### config.mk
export PLATFORM = sky130hd
export DESIGN_NAME = simple_datapath
export DESIGN_NICKNAME = d
export VERILOG_FILES = /design/src/rtl/simple_cpu_pkg.sv /design/src/rtl/simple_alu.sv /design/src/rtl/simple_datapath.sv
export SDC_FILE = /design/constraint.sdc
export NUM_CORES = 1
export LEC_CHECK = 0
export BUFFER_PORTS_ARGS = -buffer_cell sky130_fd_sc_hd__buf_4
export CAP_MARGIN = 20
export CORE_MARGIN = 3
export CORE_UTILIZATION = 55
export DETAILED_ROUTE_END_ITERATION = 10
export GPL_TIMING_DRIVEN = 0
export PLACE_DENSITY_LB_ADDON = 0.05
export SLEW_MARGIN = 20
export SYNTH_ARGS = -nofsm -noshare
export SYNTH_HDL_FRONTEND = slang
export SYNTH_SLANG_ARGS = --single-unit
### constraint.sdc
create_clock -name clk -period 4.7 [get_ports clk]
set_clock_uncertainty 0.15 [all_clocks]
set_input_delay 0.47 -clock clk [delete_from_list [all_inputs] [get_ports clk]]
set_output_delay 0.47 -clock clk [all_outputs]
set_load 0.02 [all_outputs]
### src/rtl/simple_cpu_pkg.sv
// simple_cpu_pkg: opcode encodings shared by simple_control and simple_datapath
package simple_cpu_pkg;
  localparam logic [2:0] OP_ADD  = 3'd0;
  localparam logic [2:0] OP_SUB  = 3'd1;
  localparam logic [2:0] OP_SHL  = 3'd2;
  localparam logic [2:0] OP_SHR  = 3'd3;
  localparam logic [2:0] OP_MOV  = 3'd4;
  localparam logic [2:0] OP_BGT  = 3'd5;
  localparam logic [2:0] OP_BEQ  = 3'd6;
  localparam logic [2:0] OP_HALT = 3'd7;
endpackage

### src/rtl/simple_alu.sv
// simple_alu: combinational ALU with carry/borrow/shift-out
module simple_alu
  import simple_cpu_pkg::*;
#(
  parameter int WIDTH = 8
) (
  input  logic [WIDTH-1:0] i_a,
  input  logic [WIDTH-1:0] i_b,
  input  logic [2:0]       i_op,
  output logic [WIDTH-1:0] o_result,
  output logic             o_carry
);
  logic [WIDTH:0] w_sum;
  always_comb begin
    w_sum    = {1'b0, i_a} + {1'b0, i_b};
    o_result = i_op == OP_ADD ? w_sum[WIDTH-1:0] :
               i_op == OP_SUB ? i_a - i_b :
               i_op == OP_SHL ? i_a << 1 :
               i_op == OP_SHR ? i_a >> 1 : i_a;
    o_carry  = i_op == OP_ADD ? w_sum[WIDTH] :
               i_op == OP_SUB ? i_a < i_b :
               i_op == OP_SHL ? i_a[WIDTH-1] : 1'b0;
  end
endmodule

### src/rtl/simple_datapath.sv
// simple_datapath: register file, ALU, flags, sticky carry and write counter for SimpleCPU
module simple_datapath
  import simple_cpu_pkg::*;
#(
  parameter int WIDTH      = 8,
  parameter int NUM_REGS   = 16,
  parameter int RESULT_REG = 2,
  parameter int CNT_W      = 8
) (
  input  logic             clk,
  input  logic             rst_n,
  input  logic [WIDTH-1:0] operand_a_in,
  input  logic [WIDTH-1:0] operand_b_in,
  input  logic             load_operands,
  input  logic [2:0]       opcode,
  input  logic [3:0]       reg_a_sel,
  input  logic [3:0]       reg_b_sel,
  input  logic [3:0]       dest_reg,
  input  logic             reg_write,
  output logic             zero_flag,
  output logic             equal_flag,
  output logic             greater_flag,
  output logic             carry_flag,
  output logic [WIDTH-1:0] result_out,
  output logic [CNT_W-1:0] write_count
);
  localparam logic [4:0] NR = NUM_REGS[4:0];
  logic [WIDTH-1:0] r_regs [NUM_REGS];
  logic             r_carry;
  logic [CNT_W-1:0] r_cnt;
  logic [WIDTH-1:0] w_a, w_b, w_alu;
  logic             w_alu_c, w_commit;
  assign w_a = {1'b0, reg_a_sel} < NR ? r_regs[reg_a_sel] : '0;
  assign w_b = {1'b0, reg_b_sel} < NR ? r_regs[reg_b_sel] : '0;
  simple_alu #(.WIDTH(WIDTH)) u_alu (
    .i_a(w_a),
    .i_b(w_b),
    .i_op(opcode),
    .o_result(w_alu),
    .o_carry(w_alu_c)
  );
  // branch/halt opcodes never commit, so they leave counter and carry alone
  assign w_commit = reg_write && opcode < OP_BGT;
  always_ff @(posedge clk or negedge rst_n) begin
    if (!rst_n) begin
      for (int i = 0; i < NUM_REGS; i++) r_regs[i] <= '0;
      r_carry <= 1'b0;
      r_cnt   <= '0;
    end else if (load_operands) begin
      for (int i = 0; i < NUM_REGS; i++)
        r_regs[i] <= i == 0 ? operand_a_in : i == 1 ? operand_b_in : '0;
      r_carry <= 1'b0;
      r_cnt   <= '0;
    end else if (w_commit) begin
      if ({1'b0, dest_reg} < NR) r_regs[dest_reg] <= w_alu;
      if (w_alu_c) r_carry <= 1'b1;
      if (r_cnt != '1) r_cnt <= r_cnt + 1'b1;
    end
  end
  assign zero_flag    = w_alu == '0;
  assign equal_flag   = w_a == w_b;
  assign greater_flag = w_a > w_b;
  assign carry_flag   = r_carry;
  assign result_out   = r_regs[RESULT_REG];
  assign write_count  = r_cnt;
endmodule
==> reports/qor.yml <==
worstSkewPairLatency_ns: 0.45
synthToLayoutAreaGrowth_pct: 19.3
outcome: "complete, but fails checks"
grt_max_degree: 83
timing.critical_path.buf_inv: 3
worst-endpoint-arrival_ns: 4.12
dpl_worst_slack_ns: -0.902
cpPeakStageDelay_ns: 0.57
placementRows: 45
yosys_warnings: 0
period_share_pct: 101
placed_standard_cell_area_um2: 9500
synthCells: 798
cts_root_buf: "clkbuf_16"
cts-root-to-sink-buffers: 2
first_element_of_the_critical_path: "result_out[0]"
drc_violations_left: 0
synth_largest_area_cell: "dfrtp_1"
vias: 7898
final_cell_area_um2: 10500
type_of_the_tightest_min_delay_check: "primary input to register"
synth-seq-cells: 137
max_freq_ghz: 0.211
fin_cells: 1102
timing.critical_path.cells: "mux4_2, mux4_2, ha_4, inv_1, fa_2, and3_1, o22a_1, or4_1, buf_4, nand4_1, nor4_4, buf_4"
path_delay_family: "multiplexers"
timing.max_slew.rel_slack_pct: 21.5
cp.depth: 12
layout_commonest_cell: "dfrtp_1"
mappedNetlistNets: 852
violated_checks: "setup timing"
final.setup.worst_slack_ns: -0.0353
post_synth_num_cell_types: 68
antenna_left: 0
floorplan.initialDensity_pct: 57.2
dieArea_um2: 17600
setup_viol_count_final: 1
ys_dominant_reg_cell: "dfrtp_1"
start_kind: "register"
cp_max_fo: 8
timing.hold.ws_ns: 0.110
reg2regPathDepth: 15
synth_top_area_share_pct: 38.8
number_of_buffers_added_by_the_clock_tree_synthesis_step: 17
power_per_cell_area_nw_per_um2: 298
core_um2: 15400
netlist_top_cells_area: "dfrtp_1, mux4_2, a22o_1"
critical_path_capture_point_type: "primary output"
leakage_nw: 4.59
grtUsageTotal_pct: 35.4
iteration_0_drc_markers: 1250
grt_first_pass_wirelength_um: 47000
placedCellCount: 1057
layout_common_cells: "dfrtp_1, nand2_1, buf_4, a22o_1, mux4_2"
die_height_um: 133
syn_area_per_cell_um2: 11.1
first_global_vias: 7942
period_minus_ws_final_ns: 4.74
tightestPinTransition_ns: 1.18
worst_hold_path_cell_count: 2
seq_area_frac_synth_pct: 38.8
grt_overflow: 0
drt-wirelength-per-cell_um: 27.9
cts_htree_levels: 4
path_class: "register to primary output"
routed_wirelength_um: 30800
critical-path-slowest-cell: "mux4_2"
port-buffer-count: 47
maxSlewViolCount: 0
hpwlAfterDp_um: 22400
antenna_found_initial: 0
hold_viol: 0
clock_pin_slew_on_the_worst_setup_and_hold_paths_ns: 0.07
routabilityCongestion: 0.931
cts_tree: "yes"
antenna-diode-count: 0
timing.rr.start: "r_regs[8]"
viasPerCell: 7.17
design.portCount: 55
synth.cell_area_um2: 8830
detail_route.first_pass.iterations: 5
grt_setup_unrepaired: "yes"
design_power_total_mw: 3.14
count_of_flip_flops_with_a_built_in_enable_after_synthesis: 0
hold_path.startpoint: "operand_a_in[3]"
post_synthesis_async_set_or_reset_flop_share_pct: 100
max_cap_violations: 0
final_net_count: 932
drive_above_1_share_pct: 27.9
required_ns: 4.08
cts.sinks: 137
ir_drop_worst_vdd_mv: 0.277
fp.dieW_um: 133
util_after_layout_pct: 68.3
fin_tns_setup_ns: -0.0353
## worst reg2reg max path, stage by stage (launching register included)
cell	delay, ns
dfrtp_1	0.44
mux4_2	0.52
nor3b_4	0.26
nor3_4	0.10
inv_1	0.11
ha_4	0.15
inv_1	0.05
fa_2	0.33
buf_4	0.14
mux2i_1	0.18
xnor2_1	0.11
a32oi_1	0.19
o211ai_1	0.15
nor2_1	0.57
clkbuf_1	0.47
o21ai_0	0.19
## report_power, final
group	internal [mW]	leakage [nW]	total [mW]	switching [mW]
sequential	1.20	1.88	1.22	0.0248
clock	0.705	0.278	1.34	0.637
combinational	0.218	2.43	0.571	0.353
## cell families after synthesis
| logic type | after synthesis | synth area share [%] |
|---|---|---|
| compound gates | 232 | 19.1 |
| xor+xnor | 7 | 0.694 |
| fa+ha+maj | 19 | 2.86 |
| buf+inv | 84 | 5.03 |
| flops | 137 | 38.8 |
| mux | 95 | 21.7 |
| simple gates | 224 | 11.8 |
## metal layers
| metal | part of all wire (%) | up-vias | global-route usage [%] |
|---|---|---|---|
| met1 | 38 | 3954 | 47.6 |
| met5 | 0 | - | 0 |
| met4 | 4.7 | 0 | 16.8 |
| met3 | 12 | 115 | 11.9 |
| met2 | 45 | 588 | 52.1 |
| li1 | - | 3241 | - |
## area by class of cell
cell class                 count  area [µm²]
multi-input combinational    577        5240
inverter                      24        92.6
sequential                   137        3430
fill                        1209        4900
tap                          211         264
buffer                        57         424
timing repair buffer          64         510
clock buffer                  17         425
clock inverter                15         150
## state kept, by name, summed over array words and instances, names as in the netlist
name / count
r_regs: 120
write_count: 8
result_out: 8
carry_flag: 1
## synthesized netlist by cell type (3+ instances only)
master / number
and3_1: 5
nor3_1: 13
a31oi_1: 6
mux4_1: 13
o21ai_1: 4
o211ai_1: 5
a311oi_1: 3
mux2_2: 4
a221oi_1: 3
buf_2: 12
a22oi_1: 17
nor2_1: 58
ha_1: 17
o2bb2ai_1: 3
a21o_1: 4
nand2b_1: 4
nand4_1: 6
dfrtp_1: 137
o21ai_0: 54
mux2i_1: 18
o21a_1: 4
buf_6: 4
nand2_1: 90
xnor2_1: 3
buf_1: 7
clkbuf_1: 22
or3_1: 4
nand3_1: 10
and2_1: 9
o21bai_1: 3
buf_4: 12
xor2_1: 4
a21oi_1: 25
a221o_1: 4
nor2b_1: 11
inv_1: 24
o31a_1: 3
a22o_1: 72
mux4_2: 60
## what timing repair did
action	4_1_cts	5_1_grt
pin swaps	7	21
cloned	0	0
setup endpoints to repair	22	1
setup buffers	6	9
gates resized for setup	43	34
endpoints found under the hold margin	55	0
hold buffers	1	0
## worst paths after layout
path                       slack (ns)           to
min                              0.11  r_regs[123]
max in group asynchronous        3.23   r_regs[64]
max reg2reg                      0.45   r_regs[34]
min reg2reg                      0.36   r_regs[45]
min in group asynchronous        0.38  r_regs[122]
max                             -0.04    zero_flag
Power figures use the tool's default switching activity.
